<file path="src/rtl/centroid_divider.sv">
// Centroid divider: CX = H_TOTAL/SUM and CY = V_TOTAL/SUM in unsigned Q6.FRAC_BITS.
// It uses one shared radix-2 restoring divider, first on X and then on Y.
// Latency: OUT_VALID comes 2N+1 cycles after VALID, where N = 18+FRAC_BITS. An empty frame gives OUT_VALID 1 cycle after VALID.
// Backpressure: none. A VALID that arrives while not IDLE is dropped, and OVERRUN pulses on the next cycle.
// Optional build macro CENTROID_ROUND_EN: round half-up at the LSB instead of truncating.
module centroid_divider #(
  parameter int FRAC_BITS = 2
) (
  input  logic                   CLK,
  input  logic                   RSTn,
  input  logic                   VALID,
  input  logic [17:0]            H_TOTAL,
  input  logic [17:0]            V_TOTAL,
  input  logic [12:0]            SUM,
  output logic [6+FRAC_BITS-1:0] CX,
  output logic [6+FRAC_BITS-1:0] CY,
  output logic                   OUT_VALID,
  output logic                   EMPTY,
  output logic                   BUSY,
  output logic                   OVERRUN
);

  localparam int N  = 18 + FRAC_BITS;   // dividend / quotient width
  localparam int OW = 6 + FRAC_BITS;    // result width
  localparam int CW = $clog2(N);        // step counter width

  typedef enum logic [1:0] {IDLE, DIV_X, DIV_Y, DONE} state_t;

  state_t          state;
  state_t          state_nxt;
  logic [12:0]     sum_r;      // latched divisor
  logic [N-1:0]    dvd;        // working dividend, fills with quotient bits as it shifts
  logic [N-1:0]    dvd_y;      // Y dividend parked while X is divided
  logic [13:0]     rem;        // partial remainder, always < SUM
  logic [CW-1:0]   cnt;        // remaining steps minus one
  logic [OW-1:0]   qx;         // X quotient held until Y finishes

  logic [N-1:0]    dvd_x_ld;
  logic [N-1:0]    dvd_y_ld;
  logic [14:0]     rem_sh;
  logic            ge;
  logic [13:0]     rem_nxt;
  logic [N-1:0]    dvd_nxt;
  logic            last;

  // The scaled dividends. In the rounding build, half the divisor is added so that truncation rounds half-up.
`ifdef CENTROID_ROUND_EN
  assign dvd_x_ld = (N'(H_TOTAL) << FRAC_BITS) + N'(SUM >> 1);
  assign dvd_y_ld = (N'(V_TOTAL) << FRAC_BITS) + N'(SUM >> 1);
`else
  assign dvd_x_ld = N'(H_TOTAL) << FRAC_BITS;
  assign dvd_y_ld = N'(V_TOTAL) << FRAC_BITS;
`endif

  // One restoring step: shift the next dividend MSB into the remainder, then subtract the divisor if it fits.
  always_comb begin
    rem_sh  = {rem, dvd[N-1]};
    ge      = (rem_sh >= {2'b00, sum_r});
    rem_nxt = ge ? 14'(rem_sh - {2'b00, sum_r}) : rem_sh[13:0];
    dvd_nxt = {dvd[N-2:0], ge};
    last    = (cnt == '0);
  end

  // State register.
  always_ff @(posedge CLK) begin
    if (!RSTn) state <= IDLE;
    else       state <= state_nxt;
  end

  // Next-state logic. An empty frame skips both divisions.
  always_comb begin
    state_nxt = state;
    case (state)
      IDLE:    if (VALID) state_nxt = (SUM == 13'd0) ? DONE : DIV_X;
      DIV_X:   if (last)  state_nxt = DIV_Y;
      DIV_Y:   if (last)  state_nxt = DONE;
      DONE:    state_nxt = IDLE;
      default: state_nxt = IDLE;
    endcase
  end

  // Datapath. This block latches the operands, runs the divider steps and writes results on the way into DONE.
  // Writing on the way into DONE means CX/CY/EMPTY are already valid while OUT_VALID is high.
  always_ff @(posedge CLK) begin
    if (!RSTn) begin
      sum_r   <= '0;
      dvd     <= '0;
      dvd_y   <= '0;
      rem     <= '0;
      cnt     <= '0;
      qx      <= '0;
      CX      <= '0;
      CY      <= '0;
      EMPTY   <= 1'b0;
      OVERRUN <= 1'b0;
    end else begin
      OVERRUN <= VALID && (state != IDLE);
      case (state)
        IDLE: begin
          if (VALID) begin
            sum_r <= SUM;
            dvd   <= dvd_x_ld;
            dvd_y <= dvd_y_ld;
            rem   <= '0;
            cnt   <= CW'(N - 1);
            if (SUM == 13'd0) begin
              CX    <= '0;
              CY    <= '0;
              EMPTY <= 1'b1;
            end
          end
        end
        DIV_X: begin
          if (last) begin
            qx    <= dvd_nxt[OW-1:0];
            dvd   <= dvd_y;
            rem   <= '0;
            cnt   <= CW'(N - 1);
          end else begin
            dvd   <= dvd_nxt;
            rem   <= rem_nxt;
            cnt   <= cnt - CW'(1);
          end
        end
        DIV_Y: begin
          dvd <= dvd_nxt;
          rem <= rem_nxt;
          cnt <= cnt - CW'(1);
          if (last) begin
            CX    <= qx;
            CY    <= dvd_nxt[OW-1:0];
            EMPTY <= 1'b0;
          end
        end
        default: ;
      endcase
    end
  end

  assign BUSY      = (state != IDLE);
  assign OUT_VALID = (state == DONE);

endmodule
</file>
<file path="config.mk">
export PLATFORM = sky130hd
export DESIGN_NAME = centroid_divider
export DESIGN_NICKNAME = d
export VERILOG_FILES = /design/src/rtl/centroid_divider.sv
export SDC_FILE = /design/constraint.sdc
export NUM_CORES = 1
export LEC_CHECK = 0
export CORE_UTILIZATION = 50
export DETAILED_ROUTE_END_ITERATION = 8
export DONT_BUFFER_PORTS = 1
export HOLD_SLACK_MARGIN = 0.08
export SYNTH_ARGS = -nofsm -noshare
export SYNTH_HDL_FRONTEND = slang
export SYNTH_SLANG_ARGS = --single-unit
</file>
<file path="constraint.sdc">
create_clock -name CLK -period 5.8 [get_ports CLK]
set_input_delay 1.16 -clock CLK [delete_from_list [all_inputs] [get_ports CLK]]
set_output_delay 1.16 -clock CLK [all_outputs]
set_load 0.01 [all_outputs]
</file>
==> results of run 1 <==
## worst register-to-register path, stage by stage, from the launching register on
cell	delay, ns
sky130_fd_sc_hd__dfxtp_1	0.35
sky130_fd_sc_hd__inv_1	0.09
sky130_fd_sc_hd__ha_1	0.66
sky130_fd_sc_hd__a21o_1	0.68
sky130_fd_sc_hd__nand3_1	0.51
sky130_fd_sc_hd__nor2_1	0.20
sky130_fd_sc_hd__nand2_1	0.07
sky130_fd_sc_hd__mux2i_1	0.15
sky130_fd_sc_hd__a211o_1	0.11
## cell families (layout without fill, tap and decap cells)
logic type               count (synthesis)  count (layout)  share of synthesized area
flip-flops                              98              98                      0.412
XOR/XNOR                                 8               8                     0.0147
adder cells (fa/ha/maj)                 20              20                     0.0541
multiplexers                            10              10                     0.0210
buffers and inverters                   66              49                     0.0581
AND/OR/NAND/NOR                        240             240                      0.223
AO/OA/AOI/OAI                          178             178                      0.217
## where the power goes
group | leakage (nW) | switching (W) | internal (W)
registers | 0.798 | 0.0000926 | 0.000803
clock network | 0.106 | 0.000258 | 0.000207
logic | 0.966 | 0.000814 | 0.000453
total | 1.87 | 0.00117 | 0.00146
## cell usage after synthesis, types with 5 or more instances
| cell | instances | area, µm² |
|---|---|---|
| sky130_fd_sc_hd__nand2_1 | 144 | 541 |
| sky130_fd_sc_hd__nand3_1 | 36 | 180 |
| sky130_fd_sc_hd__nand4_1 | 5 | 31.3 |
| sky130_fd_sc_hd__dfxtp_1 | 98 | 1960 |
| sky130_fd_sc_hd__a21oi_1 | 70 | 350 |
| sky130_fd_sc_hd__a22oi_1 | 21 | 158 |
| sky130_fd_sc_hd__ha_1 | 19 | 238 |
| sky130_fd_sc_hd__buf_2 | 5 | 25.0 |
| sky130_fd_sc_hd__nor2_1 | 24 | 90.1 |
| sky130_fd_sc_hd__mux2i_1 | 10 | 100 |
| sky130_fd_sc_hd__inv_1 | 27 | 101 |
| sky130_fd_sc_hd__o21ai_0 | 54 | 270 |
| sky130_fd_sc_hd__o21ai_1 | 5 | 25.0 |
| sky130_fd_sc_hd__clkbuf_1 | 27 | 101 |
## layout make-up
type                       count  area (µm²)
sequential                    98        1960
timing repair buffer           6        45.0
inverter                      27         101
fill                         922        4240
clock inverter                 7        85.1
tap                          129         161
clock buffer                   9         124
multi-input combinational    456        2530
## registers in the layout, summed over array words and instances, names as in the netlist
signal	flops
CX	8
state	2
CY	8
dvd	20
qx	8
EMPTY	1
OVERRUN	1
sum_r	13
dvd_y	18
cnt	5
rem	14
## per-stage QoR
stage | power (W) | instance area (µm²) | instances
floorplan | 0.00191 | 4760 | 620
global placement | 0.00216 | 4800 | 716
detailed placement | 0.00217 | 4800 | 716
CTS | 0.00264 | 5000 | 732
global route | 0.00286 | 5000 | 732
finish | 0.00263 | 5000 | 732
## metal layers
| layer | vias up | GRT usage |
|---|---|---|
| met3 | 15 | 0.0408 |
| met5 | - | 0 |
| met2 | 92 | 0.421 |
| li1 | 2096 | - |
| met4 | 0 | 0.0769 |
| met1 | 1897 | 0.294 |
## final timing paths
path | start | slack [ns] | cells past startpoint | to
max | state[0] | 2.93 | 8 | rem[8]
min | dvd_y[5] | 0.46 | 2 | dvd_y[5]
max reg2reg | state[0] | 2.93 | 8 | rem[8]
min reg2reg | dvd_y[5] | 0.46 | 2 | dvd_y[5]
==> metrics.txt, run 1 <==
synthesis-to-finish area growth=5.10%; via count=between 4000 and 5000; total CTS buffers=9; detailed router's first-iteration violation count=about 230; Routed met2 length=about 5600 µm; total negative slack for setup checks=0 ns; Tot GR Track Use=0.238; initial antenna violation count=0; Remaining DRCs=0; post-synthesis register bit count=slightly below 100; Reg clk slew, reported paths=around 0.1 ns; share of layout cells above drive strength 1=0.0481; number of synthesized flops with an enable pin=0; flip-flop cell with the highest count after synthesis=sky130_fd_sc_hd__dfxtp_1; final setup violation count=0; via count of the first global-routing pass=~3900; post-layout minimum cycle time=roughly 2.9 ns; worst setup path class=reg2reg; Total Die Area=9920 µm²; count of H-tree levels built during CTS=3; CP max stage cell=sky130_fd_sc_hd__a21o_1; cell family with the largest share of critical-path delay=compound AO/OA/AOI/OAI gates; Warnings, synthesis=0; final clock skew=between 0.01 and 0.015 ns; placed wire-length estimate=~7500 µm; most frequent standard cell in the layout excluding fill and tap cells=sky130_fd_sc_hd__nand2_1; mean instance size in the synthesized netlist=7.68 µm²; Worst Setup Start Kind=flip-flop; number of cells produced by synthesis=slightly above 600; pin count of the biggest net entering global routing=65; CTS Hold Bufs=0; minimum setup slack after placement=~2.8 ns; wire length of the first global-routing pass=between 15000 and 20000 µm; Post-Route M1 WL=between 4000 and 5000 µm; leftover overflow at the end of global routing=0; fin. max-slew vios=0; worst-path fanout max=23; P_leak=approximately 1.9 nW; Ports=72; starting density of the core=0.515; most frequent cells in the layout=144 x sky130_fd_sc_hd__nand2_1, 98 x sky130_fd_sc_hd__dfxtp_1, 70 x sky130_fd_sc_hd__a21oi_1; worst hold margin=between 0.4 and 0.5 ns; drt first pass iters=5; series of cell instances along the critical path=inv_1 -> ha_1 -> a21o_1 -> nand3_1 -> nor2_1 -> nand2_1 -> mux2i_1 -> a211o_1; critical path endpoint category=flip-flop; maximum cell stage delay along the critical path=between 0.6 and 0.7 ns; final number of hold-violating endpoints=0; std cell rows=35; Slew HR=0.263; buffers inserted during post-CTS setup optimization=0; slew at the pin with the worst max-slew slack=between 1 and 1.5 ns; maximum clock insertion buffer count=2; average wire length per cell after detail routing=15.4 µm; fraction of synthesis flops using an asynchronous set or reset pin=0; met3 WL=~550 µm; Die Ht=roughly 100 µm; utilization after layout=0.542; CTS tree=yes; worst-skew pair later-pin latency=0.37 ns; status=complete, no violations; setup repair after global routing missed its margin=false; maxcap violations=0; syn nets=692; core outline area=around 9000 µm²; pwr/cell area=525 nW/µm²; proportion of synthesized chip area in sequential cells=0.412; type of the tightest min-delay check=reg2reg; Critical Path RT=between 6 and 7 ns; antenna diode count=0; clock sink total=98; highest metal used=met4; library cells used by synthesis=55; number of buffers and inverters on the critical path=1; final-stage net count=670; maximum achievable frequency=349 MHz; global placement routability congestion=roughly 0.84; Antenna Nets Post-Route=0; die outline width=99.6 µm; Arrival @ worst endpoint=~3.2 ns; master cell of the clock root buffer=sky130_fd_sc_hd__clkbuf_8; Port-buffer cells=0; post-DR vias/cell=about 5.6; synthesized cell area=~4800 µm²; peak supply drop=~0.23 mV; final critical-path share of the clock period=0.494; number of gates resized after CTS=0; worst setup slack after layout=a little under 3 ns; final WL=11300 µm
Note: power is estimated with default switching activity, not from simulation.
==> run 2, diff against run 1 <==
==> constraint.sdc (replaced) <==
create_clock -name CLK -period 2.7 [get_ports CLK]
set_input_delay 0.54 -clock CLK [delete_from_list [all_inputs] [get_ports CLK]]
set_output_delay 0.54 -clock CLK [all_outputs]
set_load 0.01 [all_outputs]
==> run 2 against run 1 <==
  * Largest power group unchanged
  * Critical path type unchanged
  * First-iteration DRC count down 12%
  * Combinational power rose by 120%
  * Routed wire length rose by 2.8%
  * Power is 120% higher
  * Clock power is 110% higher
  * Non-clock buffer count grew 8
  * Clock skew up 0.0046 ns
  * Sequential cell count stayed put
  * Die area unchanged
==> metrics.txt, run 2 (same netlist as run 1, synthesis figures left out) <==
register with the highest flop count=dvd (unchanged); wire length of the first global-routing pass=19600 µm (was 18700 µm); maxcap violations=0 (unchanged); CTS Hold Bufs=0 (unchanged); peak supply drop=0.457 mV (was 0.225 mV); core outline area=9240 µm² (unchanged); Ports=72 (unchanged); number of instances in the placed design=724 (was 716); critical path endpoint category=flip-flop (unchanged); maximum achievable frequency=399 MHz (was 349 MHz); average wire length per cell after detail routing=15.7 µm (was 15.4 µm); initial antenna violation count=0 (unchanged); total CTS buffers=9 (unchanged); post-DR vias/cell=5.56 (was 5.60); maximum clock insertion buffer count=2 (unchanged); final setup violation count=0 (unchanged); Arrival @ worst endpoint=2.78 ns (was 3.18 ns); pin count of the biggest net entering global routing=65 (unchanged); type of the tightest min-delay check=in2reg (was reg2reg); post-layout minimum cycle time=2.51 ns (was 2.87 ns); placed wire-length estimate=7890 µm (was 7520 µm); clock sink total=98 (unchanged); share of layout cells above drive strength 1=0.0622 (was 0.0481); count of H-tree levels built during CTS=3 (unchanged); fin. max-slew vios=0 (unchanged); master cell of the clock root buffer=sky130_fd_sc_hd__clkbuf_8 (unchanged); met2 usage=0.438 (was 0.421); number of cells in the finished layout apart from fillers=740 (was 732); leftover overflow at the end of global routing=0 (unchanged); GR Layer Usage met3=0.0471 (was 0.0408); Slew HR=0.310 (was 0.263); fraction of met1 tracks used by global routing=0.301 (was 0.294); pwr/cell area=1130 nW/µm² (was 525 nW/µm²); P_leak=1.90 nW (was 1.87 nW); worst setup path class=reg2reg (unchanged); CTS tree=yes (unchanged); synthesis-to-finish area growth=6.23% (was 5.10%); std cell rows=35 (unchanged); most frequent standard cell in the layout excluding fill and tap cells=sky130_fd_sc_hd__nand2_1 (unchanged); Antenna Nets Post-Route=0 (unchanged); worst-path fanout max=17 (was 23); final critical-path share of the clock period=0.929 (was 0.494); status=complete, no violations (unchanged); setup repair after global routing missed its margin=false (unchanged); final-stage net count=678 (was 670); total negative slack for setup checks=0 ns (unchanged); final clock skew=0.0156 ns (was 0.0111 ns); final number of hold-violating endpoints=0 (unchanged); busiest layer in global routing=met2 (unchanged); Die Ht=99.6 µm (unchanged); Total Die Area=9920 µm² (unchanged); Critical Path RT=2.97 ns (was 6.11 ns); Worst Setup Start Kind=flip-flop (unchanged); antenna diode count=0 (unchanged); via count=4116 (was 4100); Remaining DRCs=0 (unchanged); Reg clk slew, reported paths=0.10 ns (about the same); slew at the pin with the worst max-slew slack=1.03 ns (was 1.11 ns); Largest register FFs=20 (unchanged); drt first pass iters=6 (was 5); biggest regs=dvd (20), dvd_y (18), rem (14) (unchanged); starting density of the core=0.515 (unchanged); Port-buffer cells=0 (unchanged); global placement routability congestion=0.836 (was 0.844); most frequent cells in the layout=144 x sky130_fd_sc_hd__nand2_1, 98 x sky130_fd_sc_hd__dfxtp_1, 70 x sky130_fd_sc_hd__a21oi_1 (unchanged); worst-skew pair later-pin latency=0.37 ns (about the same); final WL=11600 µm (was 11300 µm); detailed router's first-iteration violation count=203 (was 231); total of fill cells in the finished design=909 (was 922); die outline width=99.6 µm (unchanged); Tot GR Track Use=0.250 (was 0.238); via count of the first global-routing pass=4098 (was 3882)
-- run 2: timing repair --
action / CTS / global route
gates resized for setup: 0 / 2
endpoints found under the setup margin: 0 / 16
setup buffers: 0 / 0
-- run 2: worst max-delay path, cell delays in order, from the launching register on --
cell and delay [ns]:
sky130_fd_sc_hd__dfxtp_1 0.35, sky130_fd_sc_hd__inv_1 0.04, sky130_fd_sc_hd__ha_1 0.34, sky130_fd_sc_hd__nand2_1 0.07, sky130_fd_sc_hd__nor3_1 0.28, sky130_fd_sc_hd__nand2b_1 0.11, sky130_fd_sc_hd__o21ai_2 0.63, sky130_fd_sc_hd__buf_4 0.29
sky130_fd_sc_hd__mux2i_1 0.20, sky130_fd_sc_hd__o21ai_0 0.09
-- run 2: report_power, final --
group | switching [W] | leakage [nW] | internal, W
Clock | 0.000545 | 0.0962 | 0.000435
Sequential | 0.000200 | 0.798 | 0.00172
Combinational | 0.00176 | 1.01 | 0.00103
Total | 0.00251 | 1.90 | 0.00319
-- run 2: layout make-up --
type,count,area [µm²],area share
tap,129,161,0.0319
timing repair buffer,14,105,0.0208
clock buffer,9,124,0.0245
clock inverter,7,76.3,0.0151
multi-input combinational,456,2530,0.500
inverter,27,101,0.0200
sequential,98,1960,0.388
-- run 2: worst paths after layout --
kind	from	to	slack, ns	cells after the start
worst min-delay path	SUM[3]	sum_r[3]	0.29	2
worst min register to register	sum_r[10]	sum_r[10]	0.46	2
worst max register to register	sum_r[12]	rem[4]	0.19	9
worst max-delay path	sum_r[12]	rem[4]	0.19	9
-- run 2: routing by layer --
layer,up-vias,part of all wire
met3,14,0.050
li1,2112,-
met1,1908,0.44
met2,82,0.49
met4,0,0.016
met5,-,0
-- run 2: metrics by stage --
step                 util  setup WS [ns]  hold WS (ns)  instance area (µm²)  total power, W
floorplan               -          0.564         0.436                 4760         0.00411
global placement    0.526          0.215         0.445                 4860         0.00469
detailed placement  0.526          0.200         0.448                 4860         0.00474
CTS                 0.547          0.184         0.280                 5060         0.00572
global route        0.547        0.00908         0.287                 5060         0.00619
finish              0.547          0.192         0.290                 5060         0.00569
==> run 3, diff against run 2 <==
--- a/config.mk
+++ b/config.mk
@@ -5,10 +5,11 @@
 export SDC_FILE = /design/constraint.sdc
 export NUM_CORES = 1
 export LEC_CHECK = 0
-export CORE_UTILIZATION = 50
+export CORE_UTILIZATION = 60
 export DETAILED_ROUTE_END_ITERATION = 8
 export DONT_BUFFER_PORTS = 1
 export HOLD_SLACK_MARGIN = 0.08
+export PLACE_DENSITY = 0.76
 export SYNTH_ARGS = -nofsm -noshare
 export SYNTH_HDL_FRONTEND = slang
 export SYNTH_SLANG_ARGS = --single-unit
==> run 3 against run 2 <==
  * First-iteration DRC count fell by 0.99%
  * Sequential cell count did not move
  * Sequential power about the same
  * Die area down 16%
  * Non-clock buffer count is 1 lower
  * Highest routed layer unchanged
==> metrics.txt, run 3 (same netlist as run 1, synthesis figures left out) <==
Reg clk slew, reported paths=0.11 ns (was 0.10 ns); Die Ht=91.1 µm (was 99.6 µm); worst setup slack after layout=0.214 ns (was 0.192 ns); post-layout minimum cycle time=2.49 ns (was 2.51 ns); critical path endpoint category=flip-flop (unchanged); Reg2Reg Launch Point=sum_r[12] (unchanged); register with the highest flop count=dvd (unchanged); switching share of power=0.452 (was 0.440); global placement routability congestion=0.854 (was 0.836); biggest regs=dvd (20), dvd_y (18), rem (14) (unchanged); via count=4220 (was 4116); maxcap violations=0 (unchanged); antenna diode count=0 (unchanged); number of buffers and inverters on the critical path=3 (was 2); Antenna Nets Post-Route=0 (unchanged); Reg2Reg Depth=9 (unchanged); fin. max-slew vios=0 (unchanged); Power Internal=0.00313 W (was 0.00319 W); Worst Setup Start Kind=flip-flop (unchanged); total CTS buffers=9 (unchanged); starting density of the core=0.619 (was 0.515); core outline area=7690 µm² (was 9240 µm²); cell family with the largest share of critical-path delay=compound AO/OA/AOI/OAI gates (unchanged); reg-to-reg setup timing slack=0.21 ns (was 0.19 ns); relative contribution of sequential cells to total power=0.337 (was 0.338); master cell of the clock root buffer=sky130_fd_sc_hd__clkbuf_8 (unchanged); type of the tightest min-delay check=in2reg (unchanged); drt first pass iters=5 (was 6); end of the worst hold path=dvd_y[10] (was sum_r[3]); worst-path fanout max=14 (was 17); most frequent cells in the layout=144 x sky130_fd_sc_hd__nand2_1, 98 x sky130_fd_sc_hd__dfxtp_1, 69 x sky130_fd_sc_hd__a21oi_1 (was 144 x sky130_fd_sc_hd__nand2_1, 98 x sky130_fd_sc_hd__dfxtp_1, 70 x sky130_fd_sc_hd__a21oi_1); worst setup path class=reg2reg (unchanged); final WL=11000 µm (was 11600 µm); placed wire-length estimate=7500 µm (was 7890 µm); synthesis-to-finish area growth=5.52% (was 6.23%); total negative slack for setup checks=0 ns (unchanged); maximum achievable frequency=402 MHz (was 399 MHz); P_leak=1.90 nW (about the same); maximum cell stage delay along the critical path=0.42 ns (was 0.63 ns); std cell rows=32 (was 35); switching power=0.00258 W (was 0.00251 W); clock sink total=98 (unchanged); post-DR vias/cell=5.93 (was 5.56); leftover overflow at the end of global routing=0 (unchanged); final critical-path share of the clock period=0.921 (was 0.929); CP max stage cell=sky130_fd_sc_hd__a2111oi_2 (was sky130_fd_sc_hd__o21ai_2); Largest register FFs=20 (unchanged); Worst Min Path Start=V_TOTAL[8] (was SUM[3]); clock share of power=0.159 (was 0.172); pin count of the biggest net entering global routing=65 (unchanged); slew at the pin with the worst max-slew slack=1.04 ns (was 1.03 ns); most frequent standard cell in the layout excluding fill and tap cells=sky130_fd_sc_hd__nand2_1 (unchanged); maximum clock insertion buffer count=2 (unchanged); CTS tree=yes (unchanged); share of layout cells above drive strength 1=0.0623 (was 0.0622); Hold Path Stages=2 (unchanged); detailed router's first-iteration violation count=201 (was 203); final-stage net count=677 (was 678); Remaining DRCs=0 (unchanged); part of the power in combinational logic=0.504 (was 0.490); via count of the first global-routing pass=4003 (was 4098); Slew HR=0.306 (was 0.310); Tot GR Track Use=0.276 (was 0.250); wire length of the first global-routing pass=18600 µm (was 19600 µm); Arrival @ worst endpoint=2.75 ns (was 2.78 ns); pwr/cell area=1140 nW/µm² (was 1130 nW/µm²); total of fill cells in the finished design=702 (was 909); minimum setup slack after placement=0.120 ns (was 0.200 ns); final clock skew=0.0159 ns (was 0.0156 ns); die outline width=91.1 µm (was 99.6 µm); count of H-tree levels built during CTS=3 (unchanged); initial antenna violation count=0 (unchanged); worst-skew pair later-pin latency=0.37 ns (about the same); Ports=72 (unchanged); final setup violation count=0 (unchanged); end of the worst register-to-register path=rem[6] (was rem[4]); setup repair after global routing missed its margin=false (unchanged); peak supply drop=0.627 mV (was 0.457 mV); average wire length per cell after detail routing=15.5 µm (was 15.7 µm); series of cell instances along the critical path=inv_1 -> ha_1 -> a2111oi_2 -> inv_1 -> a211oi_1 -> o21ai_4 -> buf_4 -> mux2i_1 -> o21ai_0 (was inv_1 -> ha_1 -> nand2_1 -> nor3_1 -> nand2b_1 -> o21ai_2 -> buf_4 -> mux2i_1 -> o21ai_0); Critical Path RT=2.96 ns (was 2.97 ns); status=complete, no violations (unchanged); Port-buffer cells=0 (unchanged); final number of hold-violating endpoints=0 (unchanged); Total Die Area=8300 µm² (was 9920 µm²); Most common cell on crit path=sky130_fd_sc_hd__inv_1
run 3: changes by cell type in the layout (fill, tap and decap cells not counted), sizes merged:
cell    delta
bufinv     -1
inv        +1
buf        -1
run 3: how the worst max path moves through the flow:
stage / endpoint / cells after the start / start / slack (ns)
after floorplan: rem[12] / 10 / sum_r[12] / 0.56
after global placement: rem[6] / 9 / sum_r[11] / 0.21
after detailed placement: rem[6] / 9 / sum_r[11] / 0.12
after CTS: rem[6] / 9 / sum_r[11] / 0.12
after global routing: rem[0] / 10 / sum_r[12] / 0.02
final: rem[6] / 9 / sum_r[12] / 0.21
run 3: metrics by stage:
step	hold slack, ns	instances	total power [W]	util	cell area, µm²
floorplan	0.436	620	0.00411	-	4760
global placement	0.443	696	0.00466	0.628	4830
detailed placement	0.447	696	0.00476	0.628	4830
CTS	0.284	712	0.00566	0.652	5010
global route	0.276	712	0.00617	0.654	5020
finish	0.290	712	0.00571	0.654	5020
run 3: layout make-up:
cell class	instances	area, µm²	area share
flip-flops and latches	98	1960	0.390
clock buffers	9	124	0.0247
clock inverters	7	60.1	0.0120
multi-input cells	456	2540	0.505
repair buffers	13	110	0.0219
inverters	27	101	0.0202
well taps	102	128	0.0254
run 3: worst reg2reg max path, cell delays in order (launching register included):
cell and delay (ns):
sky130_fd_sc_hd__dfxtp_1 0.36, sky130_fd_sc_hd__inv_1 0.06, sky130_fd_sc_hd__ha_1 0.36, sky130_fd_sc_hd__a2111oi_2 0.42, sky130_fd_sc_hd__inv_1 0.10, sky130_fd_sc_hd__a211oi_1 0.36
sky130_fd_sc_hd__o21ai_4 0.23, sky130_fd_sc_hd__buf_4 0.25, sky130_fd_sc_hd__mux2i_1 0.18, sky130_fd_sc_hd__o21ai_0 0.09
run 3: power by group through the flow:
stage	sequential (W)	clock [W]	combinational (W)
after global routing	0.00196	0.000986	0.00322
final	0.00192	0.000910	0.00288
after global placement	0.00194	0	0.00272
after floorplan	0.00190	0	0.00222
after detailed placement	0.00195	0	0.00281
after CTS	0.00192	0.000919	0.00282
run 3: routing by layer:
layer	vias to the layer above	part of all wire	GRT usage
li1	2115	-	-
met1	1967	0.42	0.337
met2	122	0.51	0.496
met3	16	0.056	0.0486
met4	0	0.016	0.0807
met5	-	0	0
run 3: what timing repair did:
item | CTS | global route
hold buffers | 0 | 0
buffers inserted | 0 | 0
setup endpoints to repair | 0 | 19
gates resized for setup | 0 | 4
